## src/rtl/conv_pkg.sv

```systemverilog
// Shared conv definitions: sequencer state encoding, scale codes and pipeline timing constants.
// Imported by the conv control decoder and the state sequencer.
package conv_pkg;

    localparam int CNT_WIDTH           = 16;
    localparam int MAC_IN_NUM          = 9;
    localparam int MAC_OUT_NUM         = 18;
    localparam int MULT_PIPELINE_STAGE = 2;
    localparam int DRAIN_CYCLES        = MULT_PIPELINE_STAGE + 1;
    localparam int DRAIN_WIDTH         = $clog2(DRAIN_CYCLES + 1);

    typedef enum logic [2:0] {
        ST_INIT = 3'b000,
        ST_A    = 3'b001,
        ST_B    = 3'b010,
        ST_C    = 3'b011
    } conv_state_e;

    typedef enum logic [1:0] {
        SCALE_NONE   = 2'b00,
        SCALE_SHIFT  = 2'b01,
        SCALE_MUL    = 2'b10,
        SCALE_BYPASS = 2'b11
    } scale_code_e;

    // Terminal index for a non-zero count; wraps modulo 2^CNT_WIDTH like the counters.
    function automatic logic [CNT_WIDTH-1:0] last_idx(input logic [CNT_WIDTH-1:0] cfg);
        return cfg - CNT_WIDTH'(1);
    endfunction

endpackage

```

## src/rtl/conv_cnt.sv

```systemverilog
// Up-counter with synchronous clear (priority over enable) and an equality flag
// against a caller-supplied terminal value.
module conv_cnt #(
    parameter int W = 16
) (
    input  logic         clk,
    input  logic         rst,
    input  logic         clr_i,
    input  logic         en_i,
    input  logic [W-1:0] term_i,
    output logic [W-1:0] cnt_o,
    output logic         term_o
);

    logic [W-1:0] cnt_q;
    logic [W-1:0] cnt_d;

    always_comb begin
        cnt_d = cnt_q;
        if (clr_i) begin
            cnt_d = '0;
        end else if (en_i) begin
            cnt_d = cnt_q + W'(1);
        end else begin
            cnt_d = cnt_q;
        end
    end

    always_ff @(posedge clk) begin
        if (rst) begin
            cnt_q <= '0;
        end else begin
            cnt_q <= cnt_d;
        end
    end

    assign cnt_o  = cnt_q;
    assign term_o = (cnt_q == term_i);

endmodule

```

## src/rtl/conv_state_seq.sv

```systemverilog
// Conv pixel sequencer: INIT -> A (preload) -> B (group beats) -> C (drain + handoff) per pixel,
// with decoder abort (state_rst) and valid/ready handshakes on both sides.
module conv_state_seq
    import conv_pkg::*;
(
    input  logic                 clk,
    input  logic                 rst,
    input  logic                 start,
    input  logic [CNT_WIDTH-1:0] cfg_ic_groups,
    input  logic [CNT_WIDTH-1:0] cfg_pixels,
    input  logic                 in_valid,
    output logic                 in_ready,
    output logic                 out_valid,
    input  logic                 out_ready,
    input  logic                 state_rst,
    output logic [2:0]           current_state,
    output logic                 busy,
    output logic                 done,
    output logic [CNT_WIDTH-1:0] pixel_cnt,
    output logic [CNT_WIDTH-1:0] group_cnt
);

    conv_state_e          state_q, state_d;
    logic                 done_q, done_d;
    logic [CNT_WIDTH-1:0] cfg_g_q, cfg_g_d;
    logic [CNT_WIDTH-1:0] cfg_p_q, cfg_p_d;

    logic                   grp_clr_s, grp_en_s, grp_last_s;
    logic                   pix_clr_s, pix_en_s, pix_last_s;
    logic                   drn_clr_s, drn_en_s, drn_full_s;
    logic [DRAIN_WIDTH-1:0] drn_cnt_s;
    logic                   cfg_ok_s, deliver_s;

    assign cfg_ok_s  = (cfg_ic_groups != CNT_WIDTH'(0)) && (cfg_pixels != CNT_WIDTH'(0));
    assign deliver_s = out_valid && out_ready;

    conv_cnt #(.W(CNT_WIDTH)) u_group_cnt (
        .clk    (clk),
        .rst    (rst),
        .clr_i  (grp_clr_s),
        .en_i   (grp_en_s),
        .term_i (last_idx(cfg_g_q)),
        .cnt_o  (group_cnt),
        .term_o (grp_last_s)
    );

    conv_cnt #(.W(CNT_WIDTH)) u_pixel_cnt (
        .clk    (clk),
        .rst    (rst),
        .clr_i  (pix_clr_s),
        .en_i   (pix_en_s),
        .term_i (last_idx(cfg_p_q)),
        .cnt_o  (pixel_cnt),
        .term_o (pix_last_s)
    );

    // Drain counter saturates at DRAIN_CYCLES, which is exactly when the result is presented.
    conv_cnt #(.W(DRAIN_WIDTH)) u_drain_cnt (
        .clk    (clk),
        .rst    (rst),
        .clr_i  (drn_clr_s),
        .en_i   (drn_en_s),
        .term_i (DRAIN_WIDTH'(DRAIN_CYCLES)),
        .cnt_o  (drn_cnt_s),
        .term_o (drn_full_s)
    );

    always_comb begin
        state_d   = state_q;
        done_d    = 1'b0;
        cfg_g_d   = cfg_g_q;
        cfg_p_d   = cfg_p_q;
        grp_clr_s = 1'b0;
        grp_en_s  = 1'b0;
        pix_clr_s = 1'b0;
        pix_en_s  = 1'b0;
        drn_clr_s = 1'b0;
        drn_en_s  = 1'b0;
        if (state_rst) begin
            state_d   = ST_INIT;
            grp_clr_s = 1'b1;
            pix_clr_s = 1'b1;
            drn_clr_s = 1'b1;
        end else begin
            case (state_q)
                ST_INIT: begin
                    if (start && cfg_ok_s) begin
                        cfg_g_d   = cfg_ic_groups;
                        cfg_p_d   = cfg_pixels;
                        pix_clr_s = 1'b1;
                        state_d   = ST_A;
                    end else if (start) begin
                        done_d = 1'b1;
                    end else begin
                        state_d = ST_INIT;
                    end
                end
                ST_A: begin
                    grp_clr_s = 1'b1;
                    state_d   = ST_B;
                end
                ST_B: begin
                    if (in_valid) begin
                        grp_en_s = 1'b1;
                        if (grp_last_s) begin
                            drn_clr_s = 1'b1;
                            state_d   = ST_C;
                        end else begin
                            state_d = ST_B;
                        end
                    end else begin
                        state_d = ST_B;
                    end
                end
                ST_C: begin
                    drn_en_s = (drn_cnt_s != DRAIN_WIDTH'(DRAIN_CYCLES));
                    if (deliver_s && pix_last_s) begin
                        done_d  = 1'b1;
                        state_d = ST_INIT;
                    end else if (deliver_s) begin
                        pix_en_s = 1'b1;
                        state_d  = ST_A;
                    end else begin
                        state_d = ST_C;
                    end
                end
                default: begin
                    state_d = ST_INIT;
                end
            endcase
        end
    end

    always_ff @(posedge clk) begin
        if (rst) begin
            state_q <= ST_INIT;
            done_q  <= 1'b0;
            cfg_g_q <= '0;
            cfg_p_q <= '0;
        end else begin
            state_q <= state_d;
            done_q  <= done_d;
            cfg_g_q <= cfg_g_d;
            cfg_p_q <= cfg_p_d;
        end
    end

    assign current_state = state_q;
    assign busy          = (state_q != ST_INIT);
    assign in_ready      = (state_q == ST_B);
    assign out_valid     = (state_q == ST_C) && drn_full_s;
    assign done          = done_q;

endmodule

```

## config.mk

```make
export PLATFORM = sky130hd
export DESIGN_NAME = conv_state_seq
export DESIGN_NICKNAME = d
export VERILOG_FILES = /design/src/rtl/conv_pkg.sv /design/src/rtl/conv_cnt.sv /design/src/rtl/conv_state_seq.sv
export SDC_FILE = /design/constraint.sdc
export NUM_CORES = 1
export LEC_CHECK = 0
export ABC_AREA = 1
export BUFFER_PORTS_ARGS = -buffer_cell sky130_fd_sc_hd__buf_2
export CORE_ASPECT_RATIO = 1.75
export CORE_MARGIN = 8
export CORE_UTILIZATION = 52
export DETAILED_ROUTE_END_ITERATION = 12
export PLACE_DENSITY = 0.83
export SLEW_MARGIN = 40
export SYNTH_ARGS = -nofsm -noshare
export SYNTH_HDL_FRONTEND = slang
export SYNTH_HIERARCHICAL = 1
export SYNTH_SLANG_ARGS = --single-unit
```

## constraint.sdc

```tcl
create_clock -name clk -period 2.85 [get_ports clk]
set_input_delay 0.285 -clock clk [delete_from_list [all_inputs] [get_ports clk]]
set_output_delay 0.285 -clock clk [all_outputs]
set_load 0.05 [all_outputs]
```

== Yosys cells after proc, flatten, opt, wreduce, memory -nomap -nowiden ==
Index checks and enable logic that the tools add are counted.
Word-level totals
  register bits: 70
  output and inout bits: 39
  logic and storage cells: 64
  input port bits: 38
Cells by class
  mux-type cells: 29
  equal/unequal tests: 8
  add/subtract/negate cells: 5
  bitwise operators: 1
  reductions and logical operators: 14
Operator list (number)
  16-bit by 1-bit adder with 16-bit output (second input constant): 2
  16-bit == test: 2
  16-bit nonzero test: 2
  16-bit by 1-bit subtractor with 16-bit output (second input constant): 2
  1-bit two-way mux: 22
  3-bit case mux with 4 select lines: 1
  3-bit two-way mux: 3
  2-bit OR reduction: 4
  3-bit by 2-bit == test with 1-bit output (second input constant): 2
  1-bit logical AND: 5
  2-bit two-way mux: 2
  3-bit by 1-bit == test with 1-bit output (second input constant): 1
  3-bit logical NOT: 1
  3-bit inequality test (second input constant): 1
  3-bit AND reduction: 1
  3-bit nonzero test: 1
  2-bit by 1-bit adder with 2-bit output (second input constant): 1
  2-bit == test (second input constant): 1
  2-bit inequality test (second input constant): 1
  1-bit case mux with 2 select lines: 1
  1-bit inverter: 1

== Longest topological paths before layout ==
  depth in word-level cells: 7
  depth in mapped cells: 23
  mapped depth without buffers: 22

== Cells and area by module ==
Netlist, hierarchy kept.
Modules (own cells, without submodules)
  conv_state_seq: seq. area each 700.7 um2, times used 1, cells an instance 369, area each 2318.5 um2
  conv_cnt at u_group_cnt ...: seq. area each 320.3 um2, times used 2, cells an instance 161, area each 1074.8 um2
  conv_cnt at u_drain_cnt: seq. area each 40.0 um2, times used 1, cells an instance 22, area each 120.1 um2

== Least setup slack after synthesis ==
OpenSTA, ideal clock, no wires.
  path type: register -> register
  start: register cfg_p_q[0]
  end: register u_pixel_cnt.cnt_q[12] (netlist: u_pixel_cnt/cnt_o[12])
  data arrival time: 2.632 ns
  setup slack: 0.108 ns
  setup time: 0.110 ns
  data required time: 2.740 ns
  clock period less this slack: 2.742 ns
  cell stages (with the launch flop): 23
  path buffers: 1
  cell sequence: dfxtp_1 -> inv_1 -> ha_1 -> nand2_1 -> nor2_1 -> nand3_1 -> nor2_2 -> nand4_1 -> xor2_1 -> xnor2_1 -> nand2_1 -> nor2_1 -> nand2_1 -> nor2_1 -> nor4_1 -> buf_2 -> nand3_1 -> nor2_2 -> nand2_4 -> nor2_1 -> nand2_1 -> nand2_1 -> nor2_1
On the way
  cells in the longest elaborated chain, start to end: 6
Ends and longest elaborated chain
  start, declared: line conv_state_seq.sv:26  | logic [CNT_WIDTH-1:0] cfg_p_q, cfg_p_d;
  start signal, assigned: line conv_state_seq.sv:144  | cfg_p_q <= cfg_p_d;
  16-bit by 1-bit subtractor with 16-bit output: line conv_pkg.sv:28  | return cfg - CNT_WIDTH'(1);
  16-bit == test: line conv_cnt.sv:38  | assign term_o = (cnt_q == term_i);
  named net pix_last_s: line conv_state_seq.sv:29  | logic pix_clr_s, pix_en_s, pix_last_s;
  1-bit logical AND: line conv_state_seq.sv:117  | if (deliver_s && pix_last_s) begin
  1-bit two-way mux: line conv_state_seq.sv:117
  1-bit two-way mux: line conv_state_seq.sv:85  | case (state_q)
  1-bit two-way mux: line conv_state_seq.sv:79  | if (state_rst) begin
  named net pix_en_s: line conv_state_seq.sv:29
  end signal, assigned: line conv_cnt.sv:33  | cnt_q <= cnt_d;
  end, declared: line conv_cnt.sv:15  | logic [W-1:0] cnt_q;
The timed path passes the listed nets, and every way through them passes these cells.
A chain may end at the register's enable or synchronous reset.

== Final worst setup path ==
Same ends and word-level chain as after synthesis.

==> summary.md <==
| Metric | Value |
|---|---|
| N_diodes | `0` |
| Vias in the first global route | `4429` |
| Max incr delay on CP | `~0.31 ns` |
| Routed WL per cell | `12.9 um` |
| Largest net degree at the start of global routing | `37` |
| # DRC | `0` |
| Post-placement cell count | `between 900 and 1000` |
| Layout Cells excl Fill | `930` |
| FF/Latch Area | `1380 sq um` |
| Total negative setup slack | `0 ns` |
| Worst Hold Class | `in2reg` |
| #FFs+latches synth | `69` |
| Post-place setup slack | `-0.0735 ns` |
| Worst-Skew Late Latency | `between 0.3 and 0.4 ns` |
| Port bufs | `75` |
| Initial antenna violation count | `0` |
| I/O pins | `slightly below 80` |
| Final hold viol count | `0` |
| Setup Skew | `roughly 0.0063 ns` |
| Total Die Area | `12200 sq um` |
| Avg Synthesized Cell Area | `6.43 sq um` |
| Final Util | `0.660` |
| CP Launch Type | `register` |
| Required time worst endpoint | `just over 3 ns` |
| First-pass GRT wire length | `roughly 19 mm` |
| First-pass DRT Iterations | `4` |
| Nets | `about 850` |
| TritonCTS clock tree | `yes` |
| Fillers | `752` |
| GP Congestion | `approximately 0.85` |
| Row cnt | `between 40 and 50` |
| Worst setup EP type | `register` |
| Register area share after synthesis | `0.301` |
| Layout cell share with drive strength beyond 1 | `0.250` |
| Power per Cell Area | `525 nW/um^2` |
| Iteration-0 DRC Markers | `approximately 210` |
| Root buf cell | `clkbuf_16` |
| Peak Freq | `around 0.36 GHz` |
| Arrival time worst endpoint | `~3.0 ns` |
| CP max-delay cell | `dfxtp_2` |
| Total Wirelength | `12.0 mm` |
| Clock buffer depth | `2` |
| Multi-input gate area | `around 2900 sq um` |
| Outcome | `complete, no violations` |
| Minimum clock period | `approximately 2.8 ns` |
| Synth-to-Final Area Change | `23.9%` |
| Via count | `4619` |
| Synth cell types | `33` |
| Cell Area, Synth | `around 4600 sq um` |
| Critical path class | `reg2reg` |
| Worst-path clk slew | `~0.06 ns` |
| Synth Instances | `~700` |
| Worst VDD drop | `between 400 and 500 uV` |
| Die height | `between 100 and 150 um` |
| Starting Density | `0.533` |
| Max FO, Critical Path | `7` |
| CTS HTree Levels | `3` |
| Period utilisation layout | `0.968` |
| Die X | `roughly 87 um` |
| Detailed Place HPWL | `between 9 and 10 mm` |
| Overall Power | `2.98 mW` |
| Grt ovf | `0` |
| Final ANT Viol Nets | `0` |
| DR vias/cell | `4.97` |
| Crit-path cells | `inv_2 -> buf_4 -> nand3_4 -> buf_4 -> nor3_2 -> xor2_1 -> xnor2_1 -> nand3_1 -> nor2_1 -> nand2_1 -> nor2_2 -> nor4_2 -> buf_4 -> nand3_4 -> nor2_4 -> nand2_4 -> nor2_2 -> nand2_1 -> nand2_1 -> nor2_1` |
| Lkg Pwr | `between 2 and 3 nW` |
| Number of buffers created by CTS | `9` |
| Slew HR | `0.622` |
| Synth Warn # | `6` |
| Clk sinks | `between 60 and 70` |
| Worst Max-Slew Pin Slew | `roughly 0.57 ns` |
| Core area | `approximately 8600 sq um` |
| Total GRT Usage | `0.196` |
| Hold_buf cts | `0` |
| Fin. max-slew vios | `0` |
| Final setup fails | `0` |
| RSZ-0062 raised after global routing | `yes` |
| Max_cap viols | `0` |
| Worst setup margin | `0.0909 ns` |
path summary, 6_finish.rpt:
kind,from,end,slack [ns],depth (start not counted)
setup / recovery,cfg_p_q[0],u_pixel_cnt/cnt_o[12],0.09,20
hold / removal,cfg_ic_groups[0],cfg_g_q[0],0.19,3
setup reg to reg,cfg_p_q[0],u_pixel_cnt/cnt_o[12],0.09,20
hold reg to reg,cfg_g_q[11],cfg_g_q[11],0.54,4
repair_timing:
action | in CTS | in global routing
setup endpoints to repair | 9 | 14
pin swaps | 3 | 18
gates resized for setup | 3 | 38
buffers inserted | 1 | 8
flip-flops by register name, indices dropped and copies added (netlist names):
signal             count
cfg_g_q               16
cfg_p_q               16
u_group_cnt/cnt_o     16
u_pixel_cnt/cnt_o     16
current_state          2
u_drain_cnt/cnt_o      2
done                   1
kinds of logic (layout without fill, tap and decap cells):
family,after synthesis,count (layout),synth area share
AO/OA/AOI/OAI,48,48,0.0616
XOR/XNOR,46,46,0.0878
adder cells (fa/ha/maj),8,8,0.0218
buffers and inverters,104,201,0.0976
flip-flops,69,69,0.301
other,2,5,0.00164
AND/OR/NAND/NOR,436,436,0.428
worst max-delay path: cells and delay by family, from the launching register on:
family                 cells  cell delay (ns)
flip-flops                 1             0.31
buffers and inverters      4             0.60
XOR/XNOR                   2             0.45
AND/OR/NAND/NOR           14             1.30
synth_stat cells (all sizes together):
| library cell | n | share of area |
|---|---|---|
| buf | 12 | 0.022 |
| dfxtp | 69 | 0.30 |
| o21ai | 23 | 0.027 |
| a211oi | 3 | 0.0049 |
| nand2 | 204 | 0.18 |
| a21oi | 17 | 0.019 |
| xor2 | 22 | 0.042 |
| nor3 | 7 | 0.011 |
| nor4 | 2 | 0.0027 |
| ha | 8 | 0.022 |
| conb | 2 | 0.0016 |
| o21bai | 4 | 0.0098 |
| inv | 92 | 0.075 |
| nand3 | 36 | 0.046 |
| nand4 | 10 | 0.018 |
| xnor2 | 24 | 0.046 |
| nor2 | 172 | 0.16 |
| a21boi | 1 | 0.0016 |
| or2 | 5 | 0.0068 |
routing by layer:
| metal | routed length [um] | vias up | GRT usage |
|---|---|---|---|
| met5 | 0 | - | 0 |
| met4 | 590 | 0 | 0.116 |
| met3 | 472 | 40 | 0.0375 |
| met2 | 6590 | 119 | 0.380 |
| met1 | 4380 | 2097 | 0.179 |
| li1 | - | 2363 | - |
report_power, final:
part,internal (mW),switching [mW]
registers,0.999,0.0266
clock network,0.967,0.425
logic,0.233,0.333
total,2.20,0.784
area by class of cell:
| class | count | share of cell area |
|---|---|---|
| clock buffers | 10 | 0.0420 |
| inverters | 92 | 0.0612 |
| flip-flops and latches | 69 | 0.243 |
| well taps | 117 | 0.0257 |
| clock inverters | 6 | 0.0235 |
| multi-input cells | 543 | 0.515 |
| repair buffers | 93 | 0.0898 |
per-stage QoR:
| stage | instance area (sq um) | hold slack, ns |
|---|---|---|
| after floorplan | 4600 | 0.420 |
| after global placement | 5090 | 0.526 |
| after detailed placement | 5090 | 0.531 |
| after CTS | 5480 | 0.182 |
| after global routing | 5690 | 0.196 |
| final | 5690 | 0.191 |
placed cells by master, fill, tap and decap left out, types with 2 or more instances in the layout:
| cell | Yosys | layout |
|---|---|---|
| clkbuf_16 | 0 | 9 |
| nand2_2 | 14 | 15 |
| nor2_1 | 150 | 144 |
| nand2_1 | 186 | 183 |
| a21oi_1 | 17 | 17 |
| buf_2 | 4 | 75 |
| nand3_2 | 6 | 7 |
| nand3_4 | 0 | 4 |
| o21ai_2 | 2 | 5 |
| or2_2 | 5 | 5 |
| nor3_1 | 5 | 4 |
| dfxtp_1 | 69 | 68 |
| xor2_1 | 22 | 22 |
| nand4_1 | 8 | 8 |
| nor2_2 | 13 | 14 |
| nor3_2 | 1 | 2 |
| nand2_4 | 4 | 5 |
| o21ai_0 | 15 | 12 |
| inv_2 | 8 | 11 |
| conb_1 | 2 | 5 |
| buf_4 | 2 | 18 |
| o21ai_1 | 6 | 6 |
| nor2_4 | 9 | 14 |
| nand3_1 | 30 | 25 |
| xnor2_1 | 24 | 24 |
| ha_1 | 8 | 7 |
| inv_1 | 84 | 80 |
| o21bai_2 | 4 | 4 |
| a211oi_1 | 3 | 3 |
| bufinv_16 | 0 | 4 |
No activity file was read; power rests on OpenSTA's default activity.
